**src/rtl/ps2_defs.sv**
```systemverilog
// Shared PS/2 definitions: scan-code constants, frame FSM state encoding and
// a set-2 hex digit lookup.
package ps2_defs;

  localparam logic [7:0] SC_BRK  = 8'hF0;
  localparam logic [7:0] SC_EXT  = 8'hE0;
  localparam logic [7:0] SC_BKSP = 8'h66;
  localparam logic [7:0] SC_ESC  = 8'h76;

  localparam logic [7:0] SC_D0 = 8'h45;
  localparam logic [7:0] SC_D1 = 8'h16;
  localparam logic [7:0] SC_D2 = 8'h1E;
  localparam logic [7:0] SC_D3 = 8'h26;
  localparam logic [7:0] SC_D4 = 8'h25;
  localparam logic [7:0] SC_D5 = 8'h2E;
  localparam logic [7:0] SC_D6 = 8'h36;
  localparam logic [7:0] SC_D7 = 8'h3D;
  localparam logic [7:0] SC_D8 = 8'h3E;
  localparam logic [7:0] SC_D9 = 8'h46;
  localparam logic [7:0] SC_DA = 8'h1C;
  localparam logic [7:0] SC_DB = 8'h32;
  localparam logic [7:0] SC_DC = 8'h21;
  localparam logic [7:0] SC_DD = 8'h23;
  localparam logic [7:0] SC_DE = 8'h24;
  localparam logic [7:0] SC_DF = 8'h2B;

  typedef enum logic [1:0] {StIdle, StData, StParity, StStop} frame_state_e;

  // Returns {hit, digit}; hit = 0 for codes that are not hex keys.
  function automatic logic [4:0] hex_digit(input logic [7:0] sc);
    case (sc)
      SC_D0:   return 5'h10;
      SC_D1:   return 5'h11;
      SC_D2:   return 5'h12;
      SC_D3:   return 5'h13;
      SC_D4:   return 5'h14;
      SC_D5:   return 5'h15;
      SC_D6:   return 5'h16;
      SC_D7:   return 5'h17;
      SC_D8:   return 5'h18;
      SC_D9:   return 5'h19;
      SC_DA:   return 5'h1A;
      SC_DB:   return 5'h1B;
      SC_DC:   return 5'h1C;
      SC_DD:   return 5'h1D;
      SC_DE:   return 5'h1E;
      SC_DF:   return 5'h1F;
      default: return 5'h00;
    endcase
  endfunction

endpackage

```
**src/rtl/ps2_frame_rx.sv**
```systemverilog
// PS/2 frame receiver: input synchronisers, falling-edge detect, 11-bit frame
// FSM with odd-parity check and an inactivity timeout for partial frames.
module ps2_frame_rx
  import ps2_defs::*;
#(
  parameter int unsigned TIMEOUT_CYCLES = 100000,
  parameter int unsigned SYNC_STAGES    = 2
) (
  input  logic       clk,
  input  logic       rst,
  input  logic       ps2_clk,
  input  logic       ps2_data,
  output logic [7:0] code,
  output logic       code_valid,
  output logic       frame_err
);

  localparam int unsigned CntW = $clog2(TIMEOUT_CYCLES + 1);
  localparam logic [CntW-1:0] TmoLast = CntW'(TIMEOUT_CYCLES - 1);

  logic [SYNC_STAGES-1:0] clk_sync_q, data_sync_q;
  logic                   clk_prev_q;
  logic                   clk_s, data_s, fall;

  frame_state_e  state_q;
  logic [2:0]    bit_cnt_q;
  logic [7:0]    shift_q;
  logic          parity_q;
  logic [CntW-1:0] tmo_q;
  logic [7:0]    code_q;
  logic          code_valid_q, frame_err_q;

  assign clk_s  = clk_sync_q[SYNC_STAGES-1];
  assign data_s = data_sync_q[SYNC_STAGES-1];
  assign fall   = clk_prev_q & ~clk_s;

  // Lines idle high, so synchronisers reset to 1 to avoid a spurious edge.
  always_ff @(posedge clk or negedge rst) begin
    if (!rst) begin
      clk_sync_q  <= '1;
      data_sync_q <= '1;
      clk_prev_q  <= 1'b1;
    end else begin
      clk_sync_q  <= {clk_sync_q[SYNC_STAGES-2:0], ps2_clk};
      data_sync_q <= {data_sync_q[SYNC_STAGES-2:0], ps2_data};
      clk_prev_q  <= clk_s;
    end
  end

  always_ff @(posedge clk or negedge rst) begin
    if (!rst) begin
      state_q      <= StIdle;
      bit_cnt_q    <= '0;
      shift_q      <= '0;
      parity_q     <= 1'b0;
      tmo_q        <= '0;
      code_q       <= '0;
      code_valid_q <= 1'b0;
      frame_err_q  <= 1'b0;
    end else begin
      code_valid_q <= 1'b0;
      frame_err_q  <= 1'b0;
      if (fall || state_q == StIdle) tmo_q <= '0;
      else                           tmo_q <= tmo_q + 1'b1;
      if (fall) begin
        unique case (state_q)
          StIdle: begin
            if (!data_s) begin
              state_q   <= StData;
              bit_cnt_q <= '0;
            end
          end
          StData: begin
            shift_q   <= {data_s, shift_q[7:1]};
            bit_cnt_q <= bit_cnt_q + 1'b1;
            if (bit_cnt_q == 3'd7) state_q <= StParity;
          end
          StParity: begin
            parity_q <= data_s;
            state_q  <= StStop;
          end
          StStop: begin
            if (data_s && (^shift_q ^ parity_q)) begin
              code_q       <= shift_q;
              code_valid_q <= 1'b1;
            end else begin
              frame_err_q <= 1'b1;
            end
            state_q <= StIdle;
          end
          default: state_q <= StIdle;
        endcase
      end else if (state_q != StIdle && tmo_q == TmoLast) begin
        state_q     <= StIdle;
        frame_err_q <= 1'b1;
      end
    end
  end

  assign code       = code_q;
  assign code_valid = code_valid_q;
  assign frame_err  = frame_err_q;

endmodule

```
**src/rtl/ps2_hex_entry.sv**
```systemverilog
// PS/2 hex keypad entry: decodes scan codes into an 8-digit hex value, a
// sticky error flag and a leading-digit blanking mask for the display.
module ps2_hex_entry
  import ps2_defs::*;
#(
  parameter int unsigned TIMEOUT_CYCLES = 100000,
  parameter int unsigned SYNC_STAGES    = 2
) (
  input  logic        clk,
  input  logic        rst,
  input  logic        ps2_clk,
  input  logic        ps2_data,
  output logic [31:0] NUMB,
  output logic        ERROR,
  output logic [7:0]  MASK,
  output logic [7:0]  code,
  output logic        code_valid
);

  logic        rx_err;
  logic [31:0] numb_q, numb_d;
  logic [3:0]  n_q, n_d, n_eff;
  logic        err_q, err_d, ext_q, ext_d, brk_q, brk_d;
  logic [4:0]  hex;

  ps2_frame_rx #(
    .TIMEOUT_CYCLES(TIMEOUT_CYCLES),
    .SYNC_STAGES   (SYNC_STAGES)
  ) u_rx (
    .clk       (clk),
    .rst       (rst),
    .ps2_clk   (ps2_clk),
    .ps2_data  (ps2_data),
    .code      (code),
    .code_valid(code_valid),
    .frame_err (rx_err)
  );

  always_comb begin
    numb_d = numb_q;
    n_d    = n_q;
    err_d  = err_q;
    ext_d  = ext_q;
    brk_d  = brk_q;
    hex    = hex_digit(code);
    if (code_valid) begin
      if (code == SC_EXT) begin
        ext_d = 1'b1;
      end else if (code == SC_BRK) begin
        brk_d = 1'b1;
      end else if (ext_q || brk_q) begin
        ext_d = 1'b0;
        brk_d = 1'b0;
      end else if (hex[4]) begin
        if (!err_q) begin
          if (n_q == 4'd8) begin
            err_d = 1'b1;
          end else begin
            numb_d = {numb_q[27:0], hex[3:0]};
            n_d    = n_q + 4'd1;
          end
        end
      end else if (code == SC_BKSP) begin
        if (!err_q && n_q != 4'd0) begin
          numb_d = numb_q >> 4;
          n_d    = n_q - 4'd1;
        end
      end else if (code == SC_ESC) begin
        numb_d = '0;
        n_d    = '0;
        err_d  = 1'b0;
      end
    end
    if (rx_err) err_d = 1'b1;
  end

  always_ff @(posedge clk or negedge rst) begin
    if (!rst) begin
      numb_q <= '0;
      n_q    <= '0;
      err_q  <= 1'b0;
      ext_q  <= 1'b0;
      brk_q  <= 1'b0;
    end else begin
      numb_q <= numb_d;
      n_q    <= n_d;
      err_q  <= err_d;
      ext_q  <= ext_d;
      brk_q  <= brk_d;
    end
  end

  // With nothing entered a single "0" stays visible.
  always_comb begin
    n_eff = (n_q == 4'd0) ? 4'd1 : n_q;
    for (int i = 0; i < 8; i++) MASK[i] = (4'(i) >= n_eff);
  end

  assign NUMB  = numb_q;
  assign ERROR = err_q;

endmodule

```
**config.mk**
```make
export PLATFORM = sky130hd
export DESIGN_NAME = ps2_hex_entry
export DESIGN_NICKNAME = d
export VERILOG_FILES = /design/src/rtl/ps2_defs.sv /design/src/rtl/ps2_frame_rx.sv /design/src/rtl/ps2_hex_entry.sv
export SDC_FILE = /design/constraint.sdc
export NUM_CORES = 1
export LEC_CHECK = 0
export BUFFER_PORTS_ARGS = -buffer_cell sky130_fd_sc_hd__buf_4
export CAP_MARGIN = 30
export CORE_MARGIN = 1.5
export CORE_UTILIZATION = 63
export CTS_CLUSTER_SIZE = 28
export DETAILED_ROUTE_END_ITERATION = 8
export PLACE_DENSITY = 0.92
export REMOVE_ABC_BUFFERS = 1
export SLEW_MARGIN = 30
export SYNTH_ARGS = -nofsm -noshare
export SYNTH_HDL_FRONTEND = slang
export SYNTH_HIERARCHICAL = 1
export SYNTH_SLANG_ARGS = --single-unit
```
**constraint.sdc**
```tcl
create_clock -name clk -period 3.5 [get_ports clk]
set_input_delay 0.35 -clock clk [delete_from_list [all_inputs] [get_ports clk]]
set_output_delay 0.35 -clock clk [all_outputs]
set_load 0.05 [all_outputs]
```
==> impl_metrics.yaml, run 1 <==
sta:
  slew_viol_final: 0
  max_freq_mhz: 328
  hold_violations: 0
  rsz0062_at_grt: "false"
  timing.hold.ws_ns: 0.0141
  worstMarginPinSlew_ns: 0.755
  setup_tns_ns: 0
  post-route-period-util: 0.870
  skew_ns: 0.0124
  period_minus_slack_ns: 3.04
  finalSetupViolCount: 0
  slew_headroom: 0.497
setup_path:
  cp.required_ns: 3.74
  critPathMaxFanout: 34
  reg2regPathDepth: 6
  critical_path_class: "flip-flop to flip-flop"
  crit_family: "simple AND/OR/NAND/NOR gates"
  critPathLaunchType: "flip-flop"
  cp.depth: 6
  crit_chain: "nor2b_1, and3b_1, or4_4, o21ai_4, nand2_4, mux2_4"
  cp_slowest_stage_delay_ns: 0.66
  cp.buffers_inverters: 0
  end_kind: "flip-flop"
  critical_path_arrival_ns: 3.28
  cp_slowest_cell: "dfrtp_1"
clock_tree:
  cts_buffer_depth: 2
  htree_levels: 3
  cts-root-buf: "clkbuf_8"
  cts_tree: "yes"
  insertion_delay_ns: 0.36
  cts_resized: 0
  cts_made_buffers: 9
  clk_pin_slew_worst_paths_ns: 0.08
  cts_setup_buffers: 0
  hold_buffers: 0
  cts_sinks: 85
detailed_routing:
  post_drt_via_cell_ratio: 6.09
  first_pass_iters: 7
  wire_per_inst_um: 15.9
  vias: 3567
  drc: 0
  detail-route-antenna-nets: 0
  drt_wl_total_mm: 9.33
  drtIter0Drc: 294
synth:
  synth_warnings: 6
  synthArstFlopShare: 1.00
  synth_top_family_by_area: "simple AND/OR/NAND/NOR gates"
  synthMuxAreaShare: 0.0691
  post_synth_xor_area_fraction: 0.0433
  yosysSeqAreaShare: 0.468
  yosysTopAreaCell: "dfrtp_1"
  synthAdderAreaFrac: 0.0329
  synth_top_cell_area_share: 0.439
  synth-seq-cells: 85
  synth-edff-count: 0
  synth-simple-area-share: 0.178
  ys_types: 72
  yosys-top-cells-area: "dfrtp_1 44%, a2bb2oi_1 4.6%, mux2_2 4.4%"
  synth_compound_area_frac: 0.166
  synth_area_um2: 4560
  avgSynthCellArea_um2: 10.2
  synthCells: 445
  yosys_most_used_dff: "dfrtp_1"
global_route:
  overflow: 0
  grt_max_degree: 86
  grt_pass1_vias: 3323
  grt_usage: 0.256
  grt_pass1_wl_mm: 15.4
  antenna_found_initial: 0
floorplanning:
  die_h_um: 88.1
  core_area_um2: 6910
  dieArea_um2: 7760
  start_util: 0.660
  die_w_um: 88.1
  fp-row-count: 30
  num_io_pins: 54
placed_design:
  port_buffers: 53
  dp_hpwl_mm: 6.33
  gp_congestion: 0.805
finish:
  fin_nets: 501
  n_fill_cell: 490
  syn2layout_area_growth_pct: 13.2
  final_common_cell: "dfrtp_1"
  n_antenna_cell: 0
  drive_gt1_frac: 0.222
  layout_common_cells: "80 x dfrtp_1, 54 x buf_4, 44 x nand2_1"
pwr:
  ir_worst_vdd_v: 0.000535
  powerDensity_nw_per_um2: 427
  leakage_nw: 2.35
run_status:
  status: "finished, final reports clean"
job:
  max_cap_viol_count: 0
min_path:
  holdCritPathClass: "input pin to asynchronous set/reset pin"
-- worst register-to-register path, delay by kind of cell (launching register included) --
family | cells | cell delay (ns)
multiplexers | 1 | 0.39
flip-flops | 1 | 0.66
AO/OA/AOI/OAI | 1 | 0.58
AND/OR/NAND/NOR | 4 | 1.29
-- registers in the layout, indices dropped and copies added (netlist names), 3 cells and up --
register and count:
n_q 4, u_rx/shift_q 8, NUMB 32, u_rx/tmo_q 17, u_rx/code 8, u_rx/bit_cnt_q 3
-- kinds of logic after synthesis --
logic type | Yosys count
XOR/XNOR | 19
AO/OA/AOI/OAI | 111
AND/OR/NAND/NOR | 150
multiplexers | 26
flip-flops | 85
adder cells (fa/ha/maj) | 12
buffers and inverters | 42
-- area by class of cell --
cell class | count | area (µm²) | area share
clock buffer | 10 | 128 | 0.0247
clock inverter | 6 | 70.1 | 0.0136
inverter | 16 | 60.1 | 0.0116
multi-input combinational | 318 | 2240 | 0.433
sequential | 85 | 2130 | 0.413
tap | 96 | 120 | 0.0233
timing repair buffer | 55 | 417 | 0.0807
-- power by group --
group / internal [W] / leakage (nW) / switching (W) / total [W]
clock: 0.000336 / 0.0948 / 0.000361 / 0.000697
combinational: 0.000186 / 1.09 / 0.000208 / 0.000395
sequential: 0.00105 / 1.16 / 0.0000667 / 0.00112
total: 0.00157 / 2.35 / 0.000636 / 0.00221
-- metrics by stage --
| stage | std cells | cell area [µm²] | worst slack (ns) | utilization | power, W |
|---|---|---|---|---|---|
| after floorplan | 419 | 4420 | -0.105 | - | 0.00143 |
| after global placement | 570 | 4960 | 0.332 | 0.718 | 0.00151 |
| after detailed placement | 570 | 4960 | 0.254 | 0.718 | 0.00153 |
| after CTS | 586 | 5160 | 0.235 | 0.747 | 0.00223 |
| after global routing | 586 | 5160 | 0.238 | 0.748 | 0.00231 |
| final | 586 | 5160 | 0.455 | 0.748 | 0.00221 |
-- synth_stat cells (all sizes together), types with 3 or more instances --
cell,number
a21oi,15
a2bb2oi,24
and2,3
and3,3
and4,3
buf,15
clkbuf,11
dfrtp,80
dfstp,5
ha,12
inv,16
mux2,22
mux2i,4
nand2,45
nand2b,4
nand3,16
nand3b,3
nand4b,3
nor2,25
nor2b,6
nor3,5
nor4,5
nor4b,4
o21ai,40
o31ai,3
or2,4
or3,6
or4,3
xnor2,9
xor2,8
-- final timing paths --
path | slack (ns) | endpoint | from
max in group asynchronous | 2.95 | NUMB[24] | rst
max reg2reg | 0.46 | NUMB[2] | u_rx/code[3]
min reg2reg | 0.37 | u_rx/clk_sync_q[1] | u_rx/clk_sync_q[0]
min | 0.01 | n_q[2] | rst
min in group clk | 0.10 | u_rx/clk_sync_q[0] | ps2_clk
max | 0.46 | NUMB[2] | u_rx/code[3]
-- metal layers --
layer	part of all wire	track usage
met5	0	0
met2	0.50	0.418
met1	0.43	0.333
met4	0.025	0.108
met3	0.048	0.0528
No activity file was read; power rests on OpenSTA's default activity.
==> run 2: changes to the inputs <==
--- a/config.mk
+++ b/config.mk
@@ -7,14 +7,15 @@
 export LEC_CHECK = 0
 export BUFFER_PORTS_ARGS = -buffer_cell sky130_fd_sc_hd__buf_4
 export CAP_MARGIN = 30
+export CELL_PAD_IN_SITES_DETAIL_PLACEMENT = 0
+export CELL_PAD_IN_SITES_GLOBAL_PLACEMENT = 2
 export CORE_MARGIN = 1.5
-export CORE_UTILIZATION = 63
+export CORE_UTILIZATION = 39
 export CTS_CLUSTER_SIZE = 28
 export DETAILED_ROUTE_END_ITERATION = 8
-export PLACE_DENSITY = 0.92
+export PLACE_DENSITY = 0.91
 export REMOVE_ABC_BUFFERS = 1
 export SLEW_MARGIN = 30
 export SYNTH_ARGS = -nofsm -noshare
 export SYNTH_HDL_FRONTEND = slang
-export SYNTH_HIERARCHICAL = 1
 export SYNTH_SLANG_ARGS = --single-unit
==> run 2 against run 1 <==
  * Register-to-register slack gained 0.32 ns
  * First-iteration DRC count decreased by 30%
  * Combinational power down 28%
  * Area after synthesis shrank 4.8%
  * Flip-flop and latch count unchanged
  * Die area up 52%
  * Non-clock buffer count is 3 higher
  * Sequential share of layout area grew 0.89 points
  * Global-route usage fell by 8.7 points
  * Largest cell class is now registers
==> impl_metrics.yaml, run 2 <==
clock_tree:
  cts_setup_buffers: 0
  cts_tree: "yes"
  htree_levels: 3
  cts_sinks: 85
  cts_buffer_depth: 2
  cts_resized: 0
  hold_buffers: 0
  cts_made_buffers: 9
  cts-root-buf: "clkbuf_8"
  clk_pin_slew_worst_paths_ns: 0.09
  insertion_delay_ns: 0.36
detailed_routing:
  first_pass_iters: 8
  drc: 0
  vias: 3375
  drt_wl_total_mm: 9.55
  wire_per_inst_um: 15.1
  post_drt_via_cell_ratio: 5.32
  drtIter0Drc: 207
  detail-route-antenna-nets: 0
setup_path:
  r2r_start: "u_rx.code[1]"
  r2r-end: "NUMB[29]"
  rrSetupSlack_ns: 0.78
  critPathLaunchType: "flip-flop"
  critical_path_class: "flip-flop to flip-flop"
  critical_path_arrival_ns: 3.00
  cp.required_ns: 3.78
  reg2regPathDepth: 8
  critPathMaxFanout: 35
  end_kind: "flip-flop"
pwr:
  power_w: 0.00217
  leakage_nw: 2.27
  powerDensity_nw_per_um2: 430
  ir_worst_vdd_v: 0.000177
floorplanning:
  die_w_um: 108
  start_util: 0.400
  die_h_um: 108
  core_area_um2: 10800
  num_io_pins: 54
  dieArea_um2: 11800
  fp-row-count: 38
sta:
  skew_ns: 0.0162
  max_freq_mhz: 367
  finalSetupViolCount: 0
  hold_violations: 0
  worstMarginPinSlew_ns: 0.783
  rsz0062_at_grt: "false"
  slew_headroom: 0.478
  setup_tns_ns: 0
  post-route-period-util: 0.778
  period_minus_slack_ns: 2.72
  slew_viol_final: 0
finish:
  multi_input_comb_area_um2: 2020
  layout_common_cells: "80 x dfrtp_1, 60 x nor2_1, 57 x buf_4"
  final_common_cell: "dfrtp_1"
  largest_reg_flops: 32
  fin_nets: 504
  n_fill_cell: 1032
  drive_gt1_frac: 0.215
  syn2layout_area_growth_pct: 16.5
  n_antenna_cell: 0
  final-seq-area_um2: 2130
placed_design:
  dp_hpwl_mm: 6.32
  gp_congestion: 0.805
  port_buffers: 53
synth:
  synth-seq-cells: 85
  synth_warnings: 0
  synth_common_cells: "80 x dfrtp_1, 61 x nor2_1, 46 x a21oi_1"
  synth_top_cell_area_share: 0.461
  synthCells: 447
  synth_most_common_cell: "dfrtp_1"
  yosys_most_used_dff: "dfrtp_1"
  yosysTopAreaCell: "dfrtp_1"
  synth-edff-count: 0
  synthArstFlopShare: 1.00
  avgSynthCellArea_um2: 9.71
  ys_types: 52
  yosys-top-cells-area: "dfrtp_1 46%, a21oi_1 5.3%, nor2_1 5.3%"
  synth_area_um2: 4340
  yosysSeqAreaShare: 0.491
min_path:
  holdCritPathClass: "input pin to asynchronous set/reset pin"
global_route:
  grt_max_degree: 86
  grt_pass1_wl_mm: 15.8
  grt_usage: 0.169
  antenna_found_initial: 0
  overflow: 0
  grt_pass1_vias: 3183
run_status:
  status: "finished, final reports clean"
job:
  max_cap_viol_count: 0
## run 2: cell count changes after synthesis, sizes merged, moves of 6 or more
cell / delta
a21oi: +31
a22oi: +23
a2bb2oi: -23
mux2: -6
nand2: -20
nor2: +36
o21ai: -21
## run 2: worst max path at each step
stage | startpoint | end | slack (ns) | depth (start not counted)
detailed placement | u_rx.code[1] | NUMB[29] | 0.81 | 8
global route | u_rx.code[4] | NUMB[29] | 0.48 | 8
finish | u_rx.code[1] | NUMB[29] | 0.78 | 8
global placement | u_rx.code[1] | NUMB[29] | 0.88 | 8
floorplan | u_rx.code[1] | n_q[3] | 0.46 | 7
CTS | u_rx.code[1] | NUMB[29] | 0.79 | 8
## run 2: layout make-up
| cell class | instances | share of cell area |
|---|---|---|
| Sequential cell | 85 | 0.422 |
| Clock buffer | 9 | 0.0245 |
| Timing Repair Buffer | 58 | 0.0869 |
| Clock inverter | 7 | 0.0203 |
| Inverter | 16 | 0.0119 |
| Multi-Input combinational cell | 319 | 0.400 |
| Tap cell | 140 | 0.0347 |
## run 2: worst max-delay path: stages, from the launching register on
cell      delay (ns)
dfrtp_1         0.57
nand2b_1        0.29
o32ai_1         0.29
nand4b_1        0.19
and4_4          0.26
o21ai_4         0.42
buf_4           0.40
nand3_1         0.13
o21ai_0         0.09
## run 2: cells by family after synthesis
logic type | synth area share
xor gates and xnor gates | 0.0484
adders and majority gates | 0.0317
DFF | 0.491
AOI/OAI and AO/OA | 0.159
buffers and inverters | 0.0435
muxes | 0.0484
and+or+nand+nor | 0.178
## run 2: power by group
group          leakage (nW)  internal, W  switching [W]
registers              1.17      0.00103      0.0000524
clock network         0.111     0.000411       0.000390
logic                 0.991     0.000126       0.000159
## run 2: metrics by stage
stage | utilization | hold slack (ns) | setup WS (ns) | area (µm²) | cells
2_1_floorplan | - | 0.0544 | 0.463 | 4210 | 420
3_3_place_gp | 0.445 | 0.346 | 0.879 | 4820 | 618
4_1_cts | 0.466 | 0.0728 | 0.793 | 5050 | 634
3_5_place_dp | 0.445 | 0.347 | 0.809 | 4830 | 618
6_report | 0.466 | 0.0254 | 0.778 | 5050 | 634
5_1_grt | 0.466 | 0.0656 | 0.475 | 5050 | 634
## run 2: routing by layer
metal / GRT usage / part of all wire / up-vias
met5: 0 / 0 / -
met4: 0.0611 / 0.012 / 0
met3: 0.0398 / 0.050 / 9
met2: 0.254 / 0.47 / 71
met1: 0.237 / 0.47 / 1631
li1: - / - / 1664
==> run 3: changes to the inputs <==
--- a/config.mk
+++ b/config.mk
@@ -10,10 +10,10 @@
 export CELL_PAD_IN_SITES_DETAIL_PLACEMENT = 0
 export CELL_PAD_IN_SITES_GLOBAL_PLACEMENT = 2
 export CORE_MARGIN = 1.5
-export CORE_UTILIZATION = 39
+export CORE_UTILIZATION = 37
 export CTS_CLUSTER_SIZE = 28
 export DETAILED_ROUTE_END_ITERATION = 8
-export PLACE_DENSITY = 0.91
+export PLACE_DENSITY = 0.87
 export REMOVE_ABC_BUFFERS = 1
 export SLEW_MARGIN = 30
 export SYNTH_ARGS = -nofsm -noshare
==> constraint.sdc (replaced) <==
create_clock -name clk -period 2.8 [get_ports clk]
set_input_delay 0.28 -clock clk [delete_from_list [all_inputs] [get_ports clk]]
set_output_delay 0.28 -clock clk [all_outputs]
set_load 0.05 [all_outputs]
==> run 3 against run 2 <==
  * Largest cell class unchanged
  * Critical path depth stayed put
  * Critical path type unchanged
  * The run now ends with hold timing left
  * Final cell count increased by 0.79%
  * Core utilization is 1.3 points lower
==> impl_metrics.yaml, run 3 (synthesis gave the netlist of run 2 again) <==
detailed_routing:
  first_pass_iters: 4
  vias: 3383
  top_layer: "met4"
  wl_met3_um: 453
  drt_wl_total_mm: 9.40
  drtIter0Drc: 186
  wl_met2_mm: 4.31
  detail-route-antenna-nets: 0
  wl_met1_mm: 4.49
  post_drt_via_cell_ratio: 5.29
  drc: 0
  wire_per_inst_um: 14.7
finish:
  layout_common_cells: "80 x dfrtp_1, 60 x nor2_1, 57 x buf_4"
  n_fill_cell: 1153
  fin_nets: 506
  multi_input_comb_area_um2: 2020
  postLayoutCellArea_um2: 5170
  largest_reg_flops: 32
  drive_gt1_frac: 0.218
  stdcell_count: 639
  final_common_cell: "dfrtp_1"
  syn2layout_area_growth_pct: 19.2
  final-seq-area_um2: 2130
  n_antenna_cell: 0
global_route:
  grt_usage: 0.158
  grt_pass1_wl_mm: 16.1
  grt_max_degree: 82
  grt_pass1_vias: 3271
  overflow: 0
  antenna_found_initial: 0
pwr:
  switching_share: 0.258
  power_w: 0.00293
  ir_worst_vdd_v: 0.000250
  seq_power_share: 0.464
  p_clk_frac: 0.410
  intPower_w: 0.00217
  powerDensity_nw_per_um2: 566
  switchingPower_w: 0.000755
  comb_power_share: 0.126
  leakage_nw: 2.32
placed_design:
  dp_hpwl_mm: 6.21
  port_buffers: 53
  gp_congestion: 0.857
  dp.cells: 623
  post_dp_cell_area_um2: 4870
sta:
  timing.hold.ws_ns: -0.0377
  skew_ns: 0.00853
  max_freq_mhz: 427
  slew_viol_final: 0
  hold_violations: 9
  setup_tns_ns: 0
  rsz0062_at_grt: "false"
  slew_headroom: 0.506
  worstMarginPinSlew_ns: 0.741
  post-route-period-util: 0.836
  finalSetupViolCount: 0
  period_minus_slack_ns: 2.34
clock_tree:
  insertion_delay_ns: 0.34
  cts_tree: "yes"
  hold_buffers: 0
  htree_levels: 3
  cts_setup_buffers: 0
  cts-root-buf: "clkbuf_16"
  cts_made_buffers: 9
  cts_buffer_depth: 2
  cts_resized: 0
  cts_sinks: 85
  clk_pin_slew_worst_paths_ns: 0.06
run_status:
  status: "finished with violations"
  violations: "hold timing"
setup_path:
  cp_slowest_stage_delay_ns: 0.63
  reg2regPathDepth: 8
  r2r_start: "u_rx.code[3]"
  cp.buffers_inverters: 1
  critPathMaxFanout: 71
  cp_slowest_cell: "dfrtp_1"
  cp.depth: 8
  crit_family: "simple AND/OR/NAND/NOR gates"
  r2r-end: "n_q[3]"
  crit_chain: "nand2b_1, o32ai_1, nand4b_1, and4_4, o21ai_4, buf_12, and3_1, a21oi_1"
  cp.required_ns: 3.03
  critical_path_arrival_ns: 2.57
  end_kind: "flip-flop"
  startpoint: "u_rx.code[3]"
  crit_end: "n_q[3]"
  critical_path_class: "flip-flop to flip-flop"
  critPathLaunchType: "flip-flop"
  rrSetupSlack_ns: 0.46
floorplanning:
  dieArea_um2: 12400
  core_area_um2: 11400
  num_io_pins: 54
  fp-row-count: 39
  die_w_um: 111
  start_util: 0.380
  die_h_um: 111
job:
  max_cap_viol_count: 0
min_path:
  holdCritPathClass: "input pin to asynchronous set/reset pin"
-- run 3: changes by cell type in the layout (fill, tap and decap cells not counted), sizes merged --
cell	delta
clkinv	+4
inv	-3
clkbuf	+1
buf	+2
clkinvlp	-1
bufinv	-1
-- run 3: worst reg2reg max path, delay by kind of cell, from the launching register on --
family,cells,cell delay [ns]
AND/OR/NAND/NOR,4,0.83
flip-flops,1,0.63
AO/OA/AOI/OAI,3,0.50
buffers and inverters,1,0.27
-- run 3: worst min-delay path by stage --
stage / from / slack (ns) / cells after the start / endpoint
after global routing: ps2_clk / 0.04 / 1 / u_rx.clk_sync_q[0]
after detailed placement: u_rx.data_sync_q[0] / 0.35 / 0 / u_rx.data_sync_q[1]
after floorplan: rst / -0.02 / 0 / ERROR
after global placement: u_rx.clk_sync_q[0] / 0.35 / 0 / u_rx.clk_sync_q[1]
after CTS: rst / 0.02 / 1 / NUMB[24]
final: rst / -0.04 / 1 / NUMB[24]
-- run 3: metrics by stage --
| step | util | setup slack (ns) | hold slack [ns] |
|---|---|---|---|
| 2_1_floorplan | - | -0.237 | -0.0156 |
| 3_3_place_gp | 0.426 | 0.514 | 0.346 |
| 3_5_place_dp | 0.427 | 0.489 | 0.348 |
| 4_1_cts | 0.453 | 0.482 | 0.0178 |
| 5_1_grt | 0.453 | 0.259 | 0.0353 |
| 6_report | 0.453 | 0.459 | -0.0377 |
-- run 3: power by group through the flow --
stage | clock network, W | logic [W] | registers [W]
6_report | 0.00120 | 0.000368 | 0.00136
5_1_grt | 0.00129 | 0.000416 | 0.00137
3_5_place_dp | 0 | 0.000371 | 0.00138
3_3_place_gp | 0 | 0.000365 | 0.00138
2_1_floorplan | 0 | 0.000265 | 0.00138
4_1_cts | 0.00124 | 0.000375 | 0.00136
-- run 3: layout make-up --
| type | instances | area share |
|---|---|---|
| Clock buffer | 10 | 0.0462 |
| Multi-Input combinational cell | 319 | 0.391 |
| Clock inverter | 6 | 0.0121 |
| Inverter | 16 | 0.0116 |
| Timing Repair Buffer | 60 | 0.0926 |
| Sequential cell | 85 | 0.412 |
| Tap cell | 143 | 0.0346 |
-- run 3: routing by layer --
layer | GRT usage | up-vias
li1 | - | 1674
met1 | 0.217 | 1615
met2 | 0.248 | 79
met3 | 0.0361 | 15
met4 | 0.0532 | 0
met5 | 0 | -
